**src/rtl/vga_timing_pkg.sv**
```systemverilog
// Shared VGA 640x480@60 timing constants and coordinate type.
package vga_timing_pkg;

   localparam int unsigned CLK_DIV  = 4;
   localparam int unsigned H_ACTIVE = 640;
   localparam int unsigned H_FP     = 16;
   localparam int unsigned H_SYNC   = 96;
   localparam int unsigned H_BP     = 48;
   localparam int unsigned V_ACTIVE = 480;
   localparam int unsigned V_FP     = 10;
   localparam int unsigned V_SYNC   = 2;
   localparam int unsigned V_BP     = 33;
   localparam bit          SYNC_POL = 1'b0;

   localparam int unsigned H_TOTAL      = H_ACTIVE + H_FP + H_SYNC + H_BP;
   localparam int unsigned V_TOTAL      = V_ACTIVE + V_FP + V_SYNC + V_BP;
   localparam int unsigned H_SYNC_START = H_ACTIVE + H_FP;
   localparam int unsigned H_SYNC_END   = H_ACTIVE + H_FP + H_SYNC - 1;
   localparam int unsigned V_SYNC_START = V_ACTIVE + V_FP;
   localparam int unsigned V_SYNC_END   = V_ACTIVE + V_FP + V_SYNC - 1;

   typedef logic [9:0] coord_t;

endpackage

```
**src/rtl/pixel_tick_gen.sv**
```systemverilog
// Divides the system clock down to a one-cycle pixel-tick enable.
module pixel_tick_gen #(
   parameter int unsigned CLK_DIV = 4
) (
   input  logic clk,
   input  logic rst,
   output logic tick
);

   localparam int unsigned DW = (CLK_DIV > 1) ? $clog2(CLK_DIV) : 1;
   localparam logic [DW-1:0] DIV_LAST = DW'(CLK_DIV - 1);

   logic [DW-1:0] div_q, div_d;

   assign tick = (div_q == DIV_LAST);

   always_comb begin
      div_d = tick ? '0 : div_q + DW'(1);
   end

   always_ff @(posedge clk) begin
      if (rst) begin
         div_q <= '0;
      end else begin
         div_q <= div_d;
      end
   end

endmodule

```
**src/rtl/vga_display_timing.sv**
```systemverilog
// VGA raster generator: pixel/line counters plus registered sync and visible-area decode.
module vga_display_timing #(
   parameter int unsigned CLK_DIV  = vga_timing_pkg::CLK_DIV,
   parameter int unsigned H_ACTIVE = vga_timing_pkg::H_ACTIVE,
   parameter int unsigned H_FP     = vga_timing_pkg::H_FP,
   parameter int unsigned H_SYNC   = vga_timing_pkg::H_SYNC,
   parameter int unsigned H_BP     = vga_timing_pkg::H_BP,
   parameter int unsigned V_ACTIVE = vga_timing_pkg::V_ACTIVE,
   parameter int unsigned V_FP     = vga_timing_pkg::V_FP,
   parameter int unsigned V_SYNC   = vga_timing_pkg::V_SYNC,
   parameter int unsigned V_BP     = vga_timing_pkg::V_BP,
   parameter bit          SYNC_POL = vga_timing_pkg::SYNC_POL
) (
   input  logic       clk,
   input  logic       rst,
   output logic       hsync,
   output logic       vsync,
   output logic [9:0] sx,
   output logic [9:0] sy,
   output logic       enable
);

   import vga_timing_pkg::*;

   localparam coord_t H_LAST   = coord_t'(H_ACTIVE + H_FP + H_SYNC + H_BP - 1);
   localparam coord_t V_LAST   = coord_t'(V_ACTIVE + V_FP + V_SYNC + V_BP - 1);
   localparam coord_t HS_START = coord_t'(H_ACTIVE + H_FP);
   localparam coord_t HS_END   = coord_t'(H_ACTIVE + H_FP + H_SYNC - 1);
   localparam coord_t VS_START = coord_t'(V_ACTIVE + V_FP);
   localparam coord_t VS_END   = coord_t'(V_ACTIVE + V_FP + V_SYNC - 1);
   localparam coord_t H_VIS    = coord_t'(H_ACTIVE);
   localparam coord_t V_VIS    = coord_t'(V_ACTIVE);

   logic   tick;
   coord_t sx_q, sx_d, sy_q, sy_d;
   logic   hsync_q, vsync_q, enable_q;

   pixel_tick_gen #(
      .CLK_DIV(CLK_DIV)
   ) u_tick (
      .clk (clk),
      .rst (rst),
      .tick(tick)
   );

   always_comb begin
      sx_d = sx_q;
      sy_d = sy_q;
      if (tick) begin
         if (sx_q == H_LAST) begin
            sx_d = '0;
            sy_d = (sy_q == V_LAST) ? '0 : sy_q + 10'd1;
         end else begin
            sx_d = sx_q + 10'd1;
         end
      end
   end

   // Decode from the next-state counters so outputs line up with the sx/sy they accompany.
   always_ff @(posedge clk) begin
      if (rst) begin
         sx_q     <= '0;
         sy_q     <= '0;
         hsync_q  <= ~SYNC_POL;
         vsync_q  <= ~SYNC_POL;
         enable_q <= 1'b1;
      end else begin
         sx_q     <= sx_d;
         sy_q     <= sy_d;
         hsync_q  <= (sx_d >= HS_START && sx_d <= HS_END) ? SYNC_POL : ~SYNC_POL;
         vsync_q  <= (sy_d >= VS_START && sy_d <= VS_END) ? SYNC_POL : ~SYNC_POL;
         enable_q <= (sx_d < H_VIS) && (sy_d < V_VIS);
      end
   end

   assign sx     = sx_q;
   assign sy     = sy_q;
   assign hsync  = hsync_q;
   assign vsync  = vsync_q;
   assign enable = enable_q;

endmodule

```
**config.mk**
```make
export PLATFORM = sky130hd
export DESIGN_NAME = vga_display_timing
export DESIGN_NICKNAME = d
export VERILOG_FILES = /design/src/rtl/vga_timing_pkg.sv /design/src/rtl/pixel_tick_gen.sv /design/src/rtl/vga_display_timing.sv
export SDC_FILE = /design/constraint.sdc
export NUM_CORES = 1
export LEC_CHECK = 0
export ABC_AREA = 1
export CELL_PAD_IN_SITES_DETAIL_PLACEMENT = 0
export CELL_PAD_IN_SITES_GLOBAL_PLACEMENT = 1
export CORE_MARGIN = 4
export CORE_UTILIZATION = 39
export DETAILED_ROUTE_END_ITERATION = 7
export PLACE_DENSITY = 0.85
export RECOVER_POWER = 100
export SETUP_SLACK_MARGIN = 0.2
export SKIP_CTS_REPAIR_TIMING = 1
export SYNTH_ARGS = -nofsm -noshare
export SYNTH_HDL_FRONTEND = slang
export SYNTH_SLANG_ARGS = --single-unit
```
**constraint.sdc**
```tcl
create_clock -name clk -period 2.38 [get_ports clk]
set_input_delay 0.476 -clock clk [delete_from_list [all_inputs] [get_ports clk]]
set_output_delay 0.476 -clock clk [all_outputs]
set_load 0.02 [all_outputs]
```
Yosys cells after proc, flatten, opt, wreduce, memory -nomap -nowiden
Cells that the tools add are included.
{ "classes": {"n_addsub": 3, "n_lt_le_gt_ge": 6, "n_eq_ne": 3, "muxes": 7, "n_reduce_logical": 4} }
{ "op_table": {"columns": ["operator", "n"], "rows": [
  ["$mux 10", 5],
  ["$add 10x1->10 const B", 2],
  ["$eq 10x10->1 const B", 2],
  ["$ge 10x10->1 const B", 1],
  ["$ge 10x9->1 const B", 1],
  ["$le 10x10->1 const B", 1],
  ["$le 10x9->1 const B", 1],
  ["$lt 10x10->1 const B", 1],
  ["$lt 10x9->1 const B", 1],
  ["$logic_and 1x1->1", 3],
  ["$add 2x1->2 const B", 1],
  ["$eq 2x2->1 const B", 1],
  ["$mux 1", 2],
  ["$reduce_or 2->1", 1]
]} }
{ "word_totals": {"ff_bits": 25, "in_bits": 2, "output_inout_bits": 23, "wordCells": 29} }

Depth between registers and ports, before layout
{ "depth": {"word_depth": 7, "ltp_mapped": 14, "mapped_depth_nobuf": 14} }

By module
Synthesis repeated with hierarchy kept, for this count alone.
{ "unflattened": {"hier_cells": 227, "area_unflattened_um2": 1468.9} }
{ "by_module_without_submodules": {"columns": ["module", "n_inst", "cells_per_inst", "area_per_inst_um2", "seq_area_each_um2"], "rows": [
  ["vga_display_timing", 1, 218, 1393.8, 460.4],
  ["pixel_tick_gen", 1, 9, 75.1, 40.0]
]} }

Worst setup path after synthesis
OpenSTA, ideal clock, no wires.
{ "synth_timing": {"kind": "register -> register", "start": "reg sx_q[1], in the netlist sx[1]", "end": "reg vsync_q, in the netlist vsync", "setup_ns": 0.121, "t_arrival_ns": 1.638, "required_time_ns": 2.259, "setup_slack_ns": 0.621, "stages_incl_launch_ff": 13, "n_path_buf": 0, "period_less_slack_ns": 1.759, "path_cell_list": "dfxtp_1 ha_1 nand3_1 nor2_1 nand2_2 nor2_4 nand2_1 nand2_1 nand2_1 nor2_1 nand3_1 nor2_1 nand3_1"} }
{ "synth_between": {"elab_chain_cells": 6, "elab_cells_between_ends": 7, "cone_classes": "order compare (2); eq/ne (1); mux (3); reduce/logical (1)"} }
{ "synth_rtl": {"columns": ["element", "line_no", "rtl"], "rows": [
  ["start, declared", "vga_display_timing.sv:35", "coord_t sx_q, sx_d, sy_q, sy_d;"],
  ["start signal, assigned", "vga_display_timing.sv:62", "sx_q <= '0;"],
  ["start signal, assigned", "vga_display_timing.sv:68", "sx_q <= sx_d;"],
  ["$eq 10x10->1 (*)", "vga_display_timing.sv:50", "if (sx_q == H_LAST) begin"],
  ["$mux 10 (*)", "vga_display_timing.sv:50", null],
  ["$mux 10 (*)", "vga_display_timing.sv:49", "if (tick) begin"],
  ["$ge 10x9->1 or $le 10x9->1 (tied branches)", "vga_display_timing.sv:71", "vsync_q <= (sy_d >= VS_START && sy_d <= VS_END) ? SYNC_POL : ~SYNC_POL;"],
  ["$logic_and 1x1->1 (*)", "vga_display_timing.sv:71", null],
  ["$mux 1 (*)", "vga_display_timing.sv:71", null],
  ["end signal, assigned", "vga_display_timing.sv:65", "vsync_q <= ~SYNC_POL;"],
  ["end signal, assigned", "vga_display_timing.sv:71", null],
  ["end, declared", "vga_display_timing.sv:36", "logic hsync_q, vsync_q, enable_q;"]
]} }
Mark *: on every way between the ends. The rest lies on a longest branch, timed or not.
A chain may end at the register's enable or synchronous reset.

Final worst setup path
{ "layout_timing": {"start": "reg sy_q[5], in the netlist sy[5]", "end": "out sy[5]"} }
{ "layout_rtl": {"columns": ["element", "line_no", "rtl"], "rows": [
  ["start, declared", "vga_display_timing.sv:35", null],
  ["start signal, assigned", "vga_display_timing.sv:69", "sy_q <= sy_d;"],
  ["end, declared", "vga_display_timing.sv:19", "output logic [9:0] sy,"]
]} }
No word-level cell between the ends.

==> results.tsv <==
stage	metric	value	unit
outcome	outcome	finished, final reports clean	
finish	commonest_non_fill_non_tap_cell_in_the_layout	sky130_fd_sc_hd__nand2_1	
drt	first_iter_violations	59	
clock_tree	cts_buffer_depth	2	
grt	grt_pass1_vias	1382	
grt	overall_routing_resource_usage	15.7	%
drt	final_antenna_net_count	0	
worst_setup_path	end_kind	primary output	
finish	stdcell_count	324	
clock_tree	number_of_cts_inserted_buffers	3	
floorplanning	start_util	41.4	%
floorplanning	coreArea	3740	sq um
synthesis	syn_area_per_cell	6.18	sq um
floorplanning	io_pins	25	
finish	nFillCells	426	
grt	leftover_overflow_at_the_end_of_global_routing	0	
worst_setup_path	critical_path.max_stage_delay	0.73	ns
power_and_ir_drop	max-vdd-ir-drop	261	uV
power_and_ir_drop	sw_frac_of_total	23.1	%
clock_tree	numClockSinks	25	
power_and_ir_drop	powerDensity	388	nW/um^2
timing	number_of_failing_setup_endpoints_in_the_final_timing_report	0	
worst_setup_path	worst-endpoint-required	1.90	ns
worst_setup_path	arrival	1.52	ns
timing	finalCritPeriodShare	83.8	%
power_and_ir_drop	share_clk_of_total_power	34.4	%
power_and_ir_drop	power_frac_comb	6.2	%
synthesis	yosysUniqueCellTypes	27	
drt	drt_wirelength	3.78	mm
clock_tree	cts_root_buffer	sky130_fd_sc_hd__clkbuf_8	
clock_tree	worstSkewPairLatency	0.27	ns
finish	design.final.nets	283	
synthesis	post_synth_instance_area	1550	sq um
synthesis	synth_warnings	0	
grt	antenna_found_initial	0	
place	place_inst	320	
drt	drt_drc_violations_left	0	
timing	period_minus_slack	1.99	ns
power_and_ir_drop	pwr-share-seq	59.4	%
drt	route.detailed.vias_per_inst	4.73	
worst_setup_path	crit_chain	dlygate4sd3_1	
clock_tree	clkSlewWorstSetupHoldPaths	0.08	ns
worst_hold_path	min_path_type	reg -> reg	
floorplanning	chipWidth	71.1	um
timing	setup_repair_after_global_routing_missed_its_margin	false	
finish	insertedDiodeCount	0	
place	gp_congestion	0.836	
grt	pin_count_of_the_biggest_net_entering_global_routing	21	
worst_setup_path	startpoint_type	flop	
clock_tree	cts_tree	done	
timing	skew	0.00268	ns
drt	route.vias.total	1534	
worst_setup_path	critical_path.n_buffers_inverters	1	
timing	max_slew_margin	36.6	%
drt	first_pass_iters	6	
synthesis	yosys_register_bits	25	
drt	post_drt_wl_per_cell	11.7	um
worst_setup_path	crit_path_kind	reg -> out	
floorplanning	area_of_the_die	5050	sq um
timing	totalNegativeSetupSlack	0	ns
timing	fmaxAchievable	501	MHz
floorplanning	fp.dieH	71.1	um
grt	grt_pass1_wl	6.42	mm
floorplanning	row_count	22	
place	numPortBuffers	24	
finish	layout_common_cells	69 x sky130_fd_sc_hd__nand2_1, 41 x sky130_fd_sc_hd__nor2_1, 39 x sky130_fd_sc_hd__inv_1, 25 x sky130_fd_sc_hd__dfxtp_1, 24 x sky130_fd_sc_hd__dlygate4sd3_1	
synthesis	synth_nets	257	
synthesis	syn_inst	251	
timing	worst-slew-pin-transition	0.951	ns
run	max-cap-violations	0	
worst_setup_path	timing.critical_path.fanout_max	9	
finish	post_route_cells_drive_above_1_share	4.35	%
power_and_ir_drop	cell_leakage_power	0.000879	uW
place	dp_hpwl	2.96	mm
finish	area_growth_syn_to_layout	20.6	%
worst_setup_path	timing.critical_path.slowest_stage_cell	sky130_fd_sc_hd__dlygate4sd3_1	
timing	finalHoldViolCount	0	
power_and_ir_drop	netSwitchingPower	167	uW
clock_tree	cts.htree.levels	1	
timing	maxSlewViolCount	0	
synthesis	ys_seq_area_share	32.3	%
power_and_ir_drop	internal-power	558	uW
worst_setup_path	crit_family	buffers and inverters	
finish	final_util	50.0	%
[layout make-up]
type                    instances  area (sq um)  share of cell area (%)
repair buffers                 26           251                    13.4
well taps                      48          60.1                    3.21
clock buffers                   3          41.3                    2.21
flip-flops and latches         25           500                    26.8
inverters                      39           146                    7.83
clock inverters                 1          5.00                   0.268
multi-input cells             182           866                    46.3
[final timing paths]
path | startpoint | endpoint | slack (ns) | depth (start not counted)
hold / removal | u_tick.div_q[0] | u_tick.div_q[0] | 0.43 | 1
setup / recovery | sy[5] | sy[5] | 0.39 | 1
hold reg to reg | u_tick.div_q[0] | u_tick.div_q[0] | 0.43 | 1
setup reg to reg | sx[1] | vsync | 0.39 | 12
[kinds of logic (layout without fill, tap and decap cells)]
group,after synthesis,in the layout,synth area share [%]
and+or+nand+nor,160,160,46.5
buffers and inverters,44,69,11.0
DFF,25,25,32.3
AOI/OAI and AO/OA,15,15,5.40
adders and majority gates,4,4,3.23
xor gates and xnor gates,3,3,1.69
[registers in the layout, summed over array words and instances (netlist names)]
name	count
sx	10
sy	10
u_tick.div_q	2
enable	1
hsync	1
vsync	1
[per-layer routing]
metal	up-vias	part of all wire (%)	global-route usage (%)
li1	838	-	-
met1	665	54	22.5
met2	27	41	24.2
met3	4	3.5	2.98
met4	0	0.93	3.76
met5	-	0	0
[power by group through the flow]
stage | combinational, uW | clock (uW) | sequential [uW]
2_1_floorplan | 28.8 | 0 | 442
3_3_place_gp | 47.9 | 0 | 440
3_5_place_dp | 46.9 | 0 | 441
4_1_cts | 47.3 | 262 | 431
5_1_grt | 49.2 | 277 | 432
6_report | 44.8 | 250 | 431
[cells in the mapped netlist (all sizes together)]
library cell	number	share of area, %
nand4	8	3.6
or2	1	0.40
o21bai	2	0.97
xor2	3	1.7
nor3	11	3.9
nor3b	1	0.48
buf	2	0.81
inv	39	9.4
nor2	44	12
dfxtp	25	32
nand3	24	8.4
o21a	1	0.48
a31oi	1	0.40
a21oi	5	1.6
nand3b	1	0.48
ha	4	3.2
nand2	70	17
o21ai	6	1.9
clkbuf	3	0.73
[through the flow]
stage	area (sq um)	total power, uW	hold slack, ns	setup slack [ns]
after floorplan	1550	471	0.404	0.621
after detailed placement	1840	488	0.424	0.438
final	1870	725	0.427	0.385
after global routing	1870	758	0.448	0.132
after CTS	1890	740	0.434	0.413
after global placement	1840	488	0.411	0.464
No activity file was read; power rests on OpenSTA's default activity.
